File: src/rtl/mem_access_unit_pkg.sv
// mem_access_unit_pkg: shared types and constants for the MEM-stage access unit.
//   state_t     - access FSM states
//   F3_*        - funct3 access size/sign codes
//   WBH_*       - bit positions inside WB_Hazard_out
package mem_access_unit_pkg;

  typedef enum logic [1:0] {
    S_IDLE = 2'd0,
    S_REQ  = 2'd1,
    S_WAIT = 2'd2,
    S_DONE = 2'd3
  } state_t;

  localparam logic [2:0] F3_B  = 3'b000;
  localparam logic [2:0] F3_H  = 3'b001;
  localparam logic [2:0] F3_W  = 3'b010;
  localparam logic [2:0] F3_BU = 3'b100;
  localparam logic [2:0] F3_HU = 3'b101;

  localparam int WBH_REGWR = 0;
  localparam int WBH_LOAD  = 1;

endpackage

File: src/rtl/mem_access_unit_align.sv
// mem_align: combinational byte-lane logic for data-memory accesses.
//   funct3     in  access size/sign
//   addr_lo    in  byte offset within the word
//   rdata      in  raw load word
//   store_data in  rs2 value
//   load_data  out extracted and extended load value
//   we         out store byte strobes
//   wdata      out store data replicated across lanes
//   misalign   out access not naturally aligned
module mem_align
  import mem_access_unit_pkg::*;
(
  input  logic [2:0]  funct3,
  input  logic [1:0]  addr_lo,
  input  logic [31:0] rdata,
  input  logic [31:0] store_data,
  output logic [31:0] load_data,
  output logic [3:0]  we,
  output logic [31:0] wdata,
  output logic        misalign
);

  logic [7:0]  byte_sel;
  logic [15:0] half_sel;

  assign byte_sel = rdata[{addr_lo, 3'b000} +: 8];
  assign half_sel = addr_lo[1] ? rdata[31:16] : rdata[15:0];

  // halfword codes share funct3[1:0]=01 (signed and unsigned)
  assign misalign = ((funct3[1:0] == 2'b01) && addr_lo[0]) ||
                    ((funct3 == F3_W) && (addr_lo != 2'b00));

  always_comb begin
    load_data = rdata;
    case (funct3)
      F3_B:    load_data = {{24{byte_sel[7]}}, byte_sel};
      F3_BU:   load_data = {24'h0, byte_sel};
      F3_H:    load_data = {{16{half_sel[15]}}, half_sel};
      F3_HU:   load_data = {16'h0, half_sel};
      default: load_data = rdata;
    endcase
  end

  always_comb begin
    we    = 4'b1111;
    wdata = store_data;
    case (funct3)
      F3_B: begin
        we    = 4'b0001 << addr_lo;
        wdata = {4{store_data[7:0]}};
      end
      F3_H: begin
        we    = 4'b0011 << {addr_lo[1], 1'b0};
        wdata = {2{store_data[15:0]}};
      end
      default: begin
        we    = 4'b1111;
        wdata = store_data;
      end
    endcase
  end

endmodule

File: src/rtl/mem_access_unit.sv
// mem_access_unit: MEM-stage data-memory access unit.
//   clk/rst          clock, async active-high reset
//   Stall            downstream WB register holding
//   mem_valid, mem_read, mem_write, reg_write, funct3, alu_result, store_data
//                    MEM-stage instruction fields (stable while mem_busy)
//   dm_req/dm_we/dm_addr/dm_wdata   registered memory request
//   dm_ready/dm_rvalid/dm_rdata     memory handshake and load return
//   mem_busy         stall request to hazard unit
//   misalign         one-cycle pulse when a misaligned access is dropped
//   wb_data_out, WB_Hazard_out      values for the WB data register
module mem_access_unit
  import mem_access_unit_pkg::*;
#(
  parameter int addrWidth = 15
) (
  input  logic                 clk,
  input  logic                 rst,
  input  logic                 Stall,
  input  logic                 mem_valid,
  input  logic                 mem_read,
  input  logic                 mem_write,
  input  logic                 reg_write,
  input  logic [2:0]           funct3,
  input  logic [31:0]          alu_result,
  input  logic [31:0]          store_data,
  output logic                 dm_req,
  output logic [3:0]           dm_we,
  output logic [addrWidth-1:0] dm_addr,
  output logic [31:0]          dm_wdata,
  input  logic                 dm_ready,
  input  logic                 dm_rvalid,
  input  logic [31:0]          dm_rdata,
  output logic                 mem_busy,
  output logic                 misalign,
  output logic [31:0]          wb_data_out,
  output logic [1:0]           WB_Hazard_out
);

  state_t      state, state_nxt;
  logic        is_mem;
  logic        mis_c;
  logic [31:0] ld_c;
  logic [3:0]  we_c;
  logic [31:0] wd_c;
  logic        ld_q;
  logic [1:0]  hz_q;
  logic [31:0] cap_q;

  mem_align u_align (
    .funct3     (funct3),
    .addr_lo    (alu_result[1:0]),
    .rdata      (dm_rdata),
    .store_data (store_data),
    .load_data  (ld_c),
    .we         (we_c),
    .wdata      (wd_c),
    .misalign   (mis_c)
  );

  assign is_mem = mem_valid & (mem_read | mem_write);

  always_comb begin
    state_nxt     = state;
    mem_busy      = 1'b0;
    wb_data_out   = alu_result;
    WB_Hazard_out = '0;
    WB_Hazard_out[WBH_REGWR] = mem_valid & reg_write;
    case (state)
      S_IDLE: if (is_mem) begin
        mem_busy  = 1'b1;
        state_nxt = mis_c ? S_DONE : S_REQ;
      end
      S_REQ: begin
        mem_busy = 1'b1;
        if (dm_ready) state_nxt = ld_q ? S_WAIT : S_DONE;
      end
      S_WAIT: begin
        mem_busy = 1'b1;
        if (dm_rvalid) state_nxt = S_DONE;
      end
      S_DONE: begin
        wb_data_out   = cap_q;
        WB_Hazard_out = hz_q;
        if (!Stall) state_nxt = S_IDLE;
      end
      default: state_nxt = S_IDLE;
    endcase
  end

  always_ff @(posedge clk or posedge rst) begin
    if (rst) begin
      state    <= S_IDLE;
      dm_req   <= 1'b0;
      dm_we    <= '0;
      dm_addr  <= '0;
      dm_wdata <= '0;
      misalign <= 1'b0;
      ld_q     <= 1'b0;
      hz_q     <= '0;
      cap_q    <= '0;
    end else begin
      state    <= state_nxt;
      dm_req   <= (state_nxt == S_REQ);
      misalign <= (state == S_IDLE) && is_mem && mis_c;
      if (state == S_IDLE && is_mem) begin
        // stores and dropped accesses report zero data
        ld_q  <= mem_read;
        cap_q <= '0;
        hz_q  <= '0;
        if (!mis_c && mem_read) begin
          hz_q[WBH_LOAD]  <= 1'b1;
          hz_q[WBH_REGWR] <= reg_write;
        end
        if (!mis_c) begin
          dm_addr  <= alu_result[addrWidth+1:2];
          dm_we    <= mem_write ? we_c : 4'b0000;
          dm_wdata <= wd_c;
        end
      end
      if (state == S_WAIT && dm_rvalid) cap_q <= ld_c;
    end
  end

endmodule

File: config.mk
export PLATFORM = sky130hd
export DESIGN_NAME = mem_access_unit
export DESIGN_NICKNAME = d
export VERILOG_FILES = /design/src/rtl/mem_access_unit_pkg.sv /design/src/rtl/mem_access_unit_align.sv /design/src/rtl/mem_access_unit.sv
export SDC_FILE = /design/constraint.sdc
export NUM_CORES = 1
export LEC_CHECK = 0
export CAP_MARGIN = 20
export CORE_MARGIN = 4
export CORE_UTILIZATION = 44
export CTS_BUF_LIST = sky130_fd_sc_hd__clkbuf_4 sky130_fd_sc_hd__clkbuf_8 sky130_fd_sc_hd__clkbuf_16
export DETAILED_ROUTE_END_ITERATION = 8
export GPL_TIMING_DRIVEN = 0
export PLACE_DENSITY = 0.87
export REMOVE_ABC_BUFFERS = 1
export SLEW_MARGIN = 30
export SYNTH_ARGS = -nofsm -noshare
export SYNTH_HDL_FRONTEND = slang
export SYNTH_HIERARCHICAL = 1
export SYNTH_SLANG_ARGS = --single-unit
File: constraint.sdc
create_clock -name clk -period 3.45 [get_ports clk]
set_clock_uncertainty 0.15 [all_clocks]
set_input_delay 0.345 -clock clk [delete_from_list [all_inputs] [get_ports clk]]
set_output_delay 0.345 -clock clk [all_outputs]
set_load 0.01 [all_outputs]
==> results of run 1 <==
-- logic make-up after synthesis --
| group | after synthesis | synth area share, % |
|---|---|---|
| flops | 90 | 44.7 |
| simple gates | 242 | 19.3 |
| buf+inv | 50 | 5.91 |
| fa+ha+maj | 6 | 1.49 |
| compound gates | 94 | 14.5 |
| mux | 63 | 14.0 |
-- metrics by stage --
stage	TNS, ns	hold slack [ns]
2_1_floorplan	0	0.298
3_3_place_gp	-120.81	0.305
3_5_place_dp	0	0.312
4_1_cts	0	0.263
5_1_grt	0	0.287
6_report	0	0.253
-- cell usage after synthesis (7+ instances only) --
| cell | n | area [um2] |
|---|---|---|
| a21oi_1 | 16 | 80.1 |
| a22o_1 | 34 | 298 |
| a22oi_1 | 7 | 52.6 |
| buf_2 | 16 | 80.1 |
| buf_4 | 10 | 75.1 |
| buf_6 | 7 | 78.8 |
| clkbuf_1 | 9 | 33.8 |
| dfrtp_1 | 90 | 2250 |
| inv_1 | 7 | 26.3 |
| mux2_2 | 50 | 563 |
| mux2i_1 | 12 | 120 |
| nand2_1 | 198 | 743 |
| nor2_1 | 19 | 71.3 |
| nor2b_1 | 9 | 56.3 |
| o21ai_0 | 8 | 40.0 |
-- area by class of cell --
class	count	share of cell area (%)
flip-flops and latches	90	30.8
well taps	140	2.40
clock buffers	12	3.48
repair buffers	199	28.0
inverters	7	0.428
clock inverters	3	0.548
multi-input cells	405	34.3
-- sequential cells by signal, summed over array words and instances, names as in the netlist --
register	cells
misalign	1
cap_q	32
dm_wdata	32
dm_req	1
hz_q	2
ld_q	1
state	2
dm_we	4
dm_addr	15
-- power groups by stage --
stage / Sequential [mW] / Clock (mW) / Combinational (mW)
after detailed placement: 1.84 / 0 / 2.60
after global routing: 1.88 / 1.04 / 2.81
after floorplan: 1.89 / 0 / 1.09
after global placement: 1.81 / 0 / 2.45
after CTS: 1.82 / 0.997 / 2.62
final: 1.82 / 0.980 / 2.59
-- path summary, 6_finish.rpt --
kind / to / slack (ns) / depth (start not counted) / from
max: dm_wdata[3] / 0.54 / 7 / alu_result[1]
min: dm_wdata[25] / 0.25 / 2 / rst
max reg2reg: cap_q[2] / 0.99 / 5 / state[0]
min reg2reg: dm_addr[11] / 0.32 / 2 / dm_addr[11]
max in group asynchronous: cap_q[29] / 2.33 / 3 / rst
min in group clk: dm_addr[11] / 0.32 / 2 / dm_addr[11]
-- per-layer routing --
layer	up-vias	share of wire (%)	GRT usage, %
met5	-	0	0
met4	0	1.9	7.82
met3	26	8.9	5.79
met2	217	50	39.5
met1	2178	40	27.8
li1	2189	-	-
-- cell usage in the layout, fill, tap and decap left out, types with 7 or more instances in the layout --
master and n:
mux2_2 50, o21ai_0 8, clkbuf_16 9, a21oi_1 16, nor2b_1 9, mux2i_1 12, nor2_1 19, nand2_1 198
a22o_1 34, a22oi_1 7, dfrtp_1 90, clkdlybuf4s50_1 193
-- critical path, cell delays in order --
cell,delay [ns]
clkdlybuf4s50_1,0.88
o211ai_1,0.36
o21ai_0,0.34
nor2_4,0.68
buf_16,0.24
nand2_1,0.08
nand2_1,0.07
==> results.py, run 1 <==
metrics = {
    "worst_setup_path": {
        "critPathArrivalTime_ns": 3.03,
        "crit_path_end_kind": "register",
        "worstSetupPathType": "input port to register",
        "cp-start-kind": "input port",
        "crit_fanout": 28,
        "required_ns": 3.57,
    },
    "sta": {
        "max-slew-margin-rel_pct": 39.2,
        "fin_crit_ns": 2.91,
        "fin_crit_sh_pct": 84.2,
        "slew_violations": 0,
        "rsz0062_at_grt": "false",
        "fmax_mhz": 344,
        "hold_viol": 0,
        "setup_violations": 0,
        "tightestPinTransition_ns": 0.909,
        "setup_ws_ns": 0.544,
    },
    "cts": {
        "clock-sinks": 90,
        "clk_pin_slew_ns": 0.06,
        "clock_path_buffers": 2,
        "h-tree-depth": 3,
        "numCtsBuffers": 9,
        "clk_latency_ns": 0.33,
        "cts_tree": "done",
        "cts_resized": 0,
        "cts_setup_buffers": 0,
        "cts-root-buf": "clkbuf_16",
        "hold_buffers": 0,
    },
    "hold_path": {
        "min_path_type": "input port to asynchronous set/reset pin",
    },
    "power_and_ir_drop": {
        "p_sw_mw": 1.83,
        "p_total_mw": 5.39,
        "leakagePower_nw": 3.41,
        "power_frac_seq_pct": 33.7,
        "p_per_area_mw_per_mm2": 738,
        "pwr-share-clk_pct": 18.2,
        "p_int_mw": 3.56,
        "pwr-share-comb_pct": 48.1,
        "vdd_drop_max_uv": 578,
        "switching_share_pct": 33.9,
    },
    "final_layout": {
        "layoutNonFillerInstCount": 856,
        "drive_gt1_share_pct": 11.6,
        "multiInputGateArea_mm2": 0.00251,
        "stdcell_area_mm2": 0.00730,
        "nets": 826,
        "area_growth_pct": 45.1,
        "post-route-util_pct": 66.2,
        "regArea_mm2": 0.00225,
        "antenna_cells": 0,
        "fillers": 852,
    },
    "drt": {
        "vias": 4610,
        "routed_wire_length_per_instance_um": 17.9,
        "first_pass_iters": 5,
        "drtIter0Drc": 278,
        "post-route-drc-count": 0,
        "drt-vias-per-instance": 5.39,
        "ant_nets": 0,
        "detail_route.wirelength_mm": 15.3,
    },
    "synth": {
        "synthCells": 545,
        "synth_area_mm2": 0.00503,
        "ys_types": 41,
        "synth_area_per_cell_um2": 9.24,
        "synthFlopType": "dfrtp_1",
        "synth_edf_count": 0,
        "yosysSeqAreaShare_pct": 44.7,
        "ys_warn_count": 6,
        "ys_ff_latch": 90,
        "async_flop_share_pct": 100,
    },
    "die": {
        "placement_rows": 38,
        "dieArea_mm2": 0.0132,
        "core_area_mm2": 0.0110,
        "start_util_pct": 45.6,
        "die_w_um": 115,
        "die_h_um": 115,
        "ioPinCount": 196,
    },
    "status": {
        "status": "completed",
    },
    "place": {
        "place_ws_ns": 0.236,
        "dp.cells": 841,
        "place_area_mm2": 0.00701,
        "dpl.hpwl_mm": 11.3,
        "io_buffer_count": 195,
        "gp_congestion": 0.817,
    },
    "flow_run": {
        "cap_violations": 0,
    },
    "global_routing": {
        "grt_max_degree": 49,
        "grt_pass1_wl_mm": 24.3,
        "antenna_found_initial": 0,
        "grt.overflow.total": 0,
        "grt_usage_pct": 22.9,
        "grt_pass1_vias": 4785,
    },
}
(Power assumes the default switching activity.)
==> inputs of run 2 (changes only) <==
- clock period: 3.45 -> 3 ns (I/O delays scaled with it)
==> run 2 against run 1 <==
Non-clock buffer count is the same. Combinational power up 16%. Via count is 1.2% higher. Clock power increased by 16%. Largest cell class unchanged. Worst hold slack got worse by 0.054 ns. Wire length up 1.7%. Global-route usage did not move. Sequential power is 15% higher. Total power rose by 15%. Final area increased by 0.12%. Largest power group unchanged. Critical path depth is 2 lower. Sequential cell count did not move.
==> results.py, run 2 (synthesized netlist as in run 1, its figures left out) <==
metrics = {
    "cts": {
        "clk_latency_ns": 0.33,
        "clock-sinks": 90,
        "cts-root-buf": "clkbuf_16",
        "cts_setup_buffers": 0,
        "numCtsBuffers": 9,
        "clock_path_buffers": 2,
        "cts_tree": "done",
        "clk_pin_slew_ns": 0.06,
        "h-tree-depth": 3,
    },
    "worst_setup_path": {
        "worstSetupPathType": "register to output pin",
        "cp-start-kind": "register",
        "startpoint": "state[0]",
        "required_ns": 2.55,
        "critPathArrivalTime_ns": 2.35,
        "crit_family": "buffers and inverters",
        "cp.buffers_inverters": 2,
        "path_depth": 5,
        "ff2ff_path_depth": 5,
        "reg2reg_from": "state[0]",
        "slowest_delay_ns": 0.57,
        "crit_path_end_kind": "output pin",
        "crit_path_cell_trace": "inv_1, ha_1, o211ai_2, a21oi_1, clkdlybuf4s50_1",
        "crit_fanout": 8,
        "slowest_stage": "clkdlybuf4s50_1",
    },
    "die": {
        "dieArea_mm2": 0.0132,
        "die_h_um": 115,
        "ioPinCount": 196,
        "die_w_um": 115,
        "start_util_pct": 45.6,
        "placement_rows": 38,
        "core_area_mm2": 0.0110,
    },
    "place": {
        "dpl.hpwl_mm": 11.3,
        "dp.cells": 841,
        "io_buffer_count": 195,
        "gp_congestion": 0.817,
    },
    "drt": {
        "vias": 4667,
        "post-route-drc-count": 0,
        "detail_route.wirelength_mm": 15.6,
        "routed_wire_length_per_instance_um": 18.2,
        "first_pass_iters": 5,
        "drtIter0Drc": 305,
        "drt-vias-per-instance": 5.45,
        "ant_nets": 0,
    },
    "final_layout": {
        "post-route-util_pct": 66.3,
        "area_growth_pct": 45.2,
        "regArea_mm2": 0.00225,
        "layout_common_cells": "nand2_1 (198), clkdlybuf4s50_1 (192), dfrtp_1 (90)",
        "nets": 827,
        "fillers": 851,
        "final_common_cell": "nand2_1",
        "multiInputGateArea_mm2": 0.00251,
        "top_regs": "cap_q: 32 flops, dm_wdata: 32 flops, dm_addr: 15 flops",
        "drive_gt1_share_pct": 11.7,
        "antenna_cells": 0,
        "layoutNonFillerInstCount": 857,
    },
    "sta": {
        "max-slew-margin-rel_pct": 39.1,
        "slew_violations": 0,
        "setup_violations": 0,
        "rsz0062_at_grt": "false",
        "fin_crit_sh_pct": 93.4,
        "fmax_mhz": 357,
        "tightestPinTransition_ns": 0.911,
        "fin_crit_ns": 2.80,
        "hold_viol": 0,
    },
    "status": {
        "status": "completed",
    },
    "global_routing": {
        "grt_use_met2_pct": 39.5,
        "grt.busiest_layer": "met2",
        "grt_usage_pct": 22.9,
        "antenna_found_initial": 0,
        "grtUsageMet1_pct": 27.8,
        "grt_pass1_wl_mm": 24.3,
        "grt_max_degree": 49,
        "grt.overflow.total": 0,
        "grt_pass1_vias": 4785,
        "grtUsageMet3_pct": 5.79,
    },
    "power_and_ir_drop": {
        "vdd_drop_max_uv": 666,
        "p_per_area_mw_per_mm2": 852,
        "leakagePower_nw": 3.42,
    },
    "hold_path": {
        "min_path_type": "input port to asynchronous set/reset pin",
    },
    "flow_run": {
        "cap_violations": 0,
    },
}
## run 2: cell types whose count changed in the layout (fill, tap and decap cells not counted), sizes merged
cell,before,now
nor2,21,22
clkdlybuf4s50,193,192
dlymetal6s2s,0,1
## run 2: area by class of cell
type | count | area share (%)
Clock inverter | 3 | 0.548
Tap cell | 140 | 2.40
Clock buffer | 12 | 3.47
Sequential cell | 90 | 30.8
Multi-Input combinational cell | 406 | 34.4
Inverter | 7 | 0.428
Timing Repair Buffer | 199 | 28.0
## run 2: per-stage QoR
| stage | power, mW | area, um2 | worst slack, ns | hold WS [ns] | setup TNS, ns |
|---|---|---|---|---|---|
| floorplan | 3.43 | 4760 | 0.215 | 0.255 | 0 |
| global placement | 4.89 | 6890 | -1.43 | 0.305 | -190.32 |
| detailed placement | 5.10 | 7010 | -0.169 | 0.312 | -6.01 |
| CTS | 6.26 | 7300 | 0.171 | 0.218 | 0 |
| global route | 6.60 | 7310 | 0.111 | 0.242 | 0 |
| finish | 6.23 | 7310 | 0.197 | 0.200 | 0 |
## run 2: layer usage
layer	share of wire, %	vias up
met3	9.8	32
met4	2.0	0
li1	-	2191
met2	49	249
met1	39	2195
met5	0	-
## run 2: repair_timing
| action | CTS | global route |
|---|---|---|
| gates resized for setup | 0 | 2 |
| hold buffers | 0 | 0 |
| setup endpoints to repair | 0 | 25 |
## run 2: path summary, 6_finish.rpt
kind | slack, ns | end
min in group clk | 0.32 | dm_addr[11]
worst min register to register | 0.32 | dm_addr[11]
worst max-delay path | 0.20 | mem_busy
worst min-delay path | 0.20 | dm_wdata[16]
worst max register to register | 0.54 | cap_q[2]
max in group asynchronous | 1.94 | cap_q[0]
## run 2: power by group
part | internal (mW) | switching [mW] | leakage [nW]
Combinational | 1.66 | 1.34 | 2.12
Clock | 0.680 | 0.458 | 0.149
Sequential | 1.76 | 0.328 | 1.15
==> inputs of run 3 (changes only) <==
- CTS_CLUSTER_DIAMETER: not set -> 50
==> results of run 3 <==
No change in the layout: final DEF, timing and power equal those of run 2.
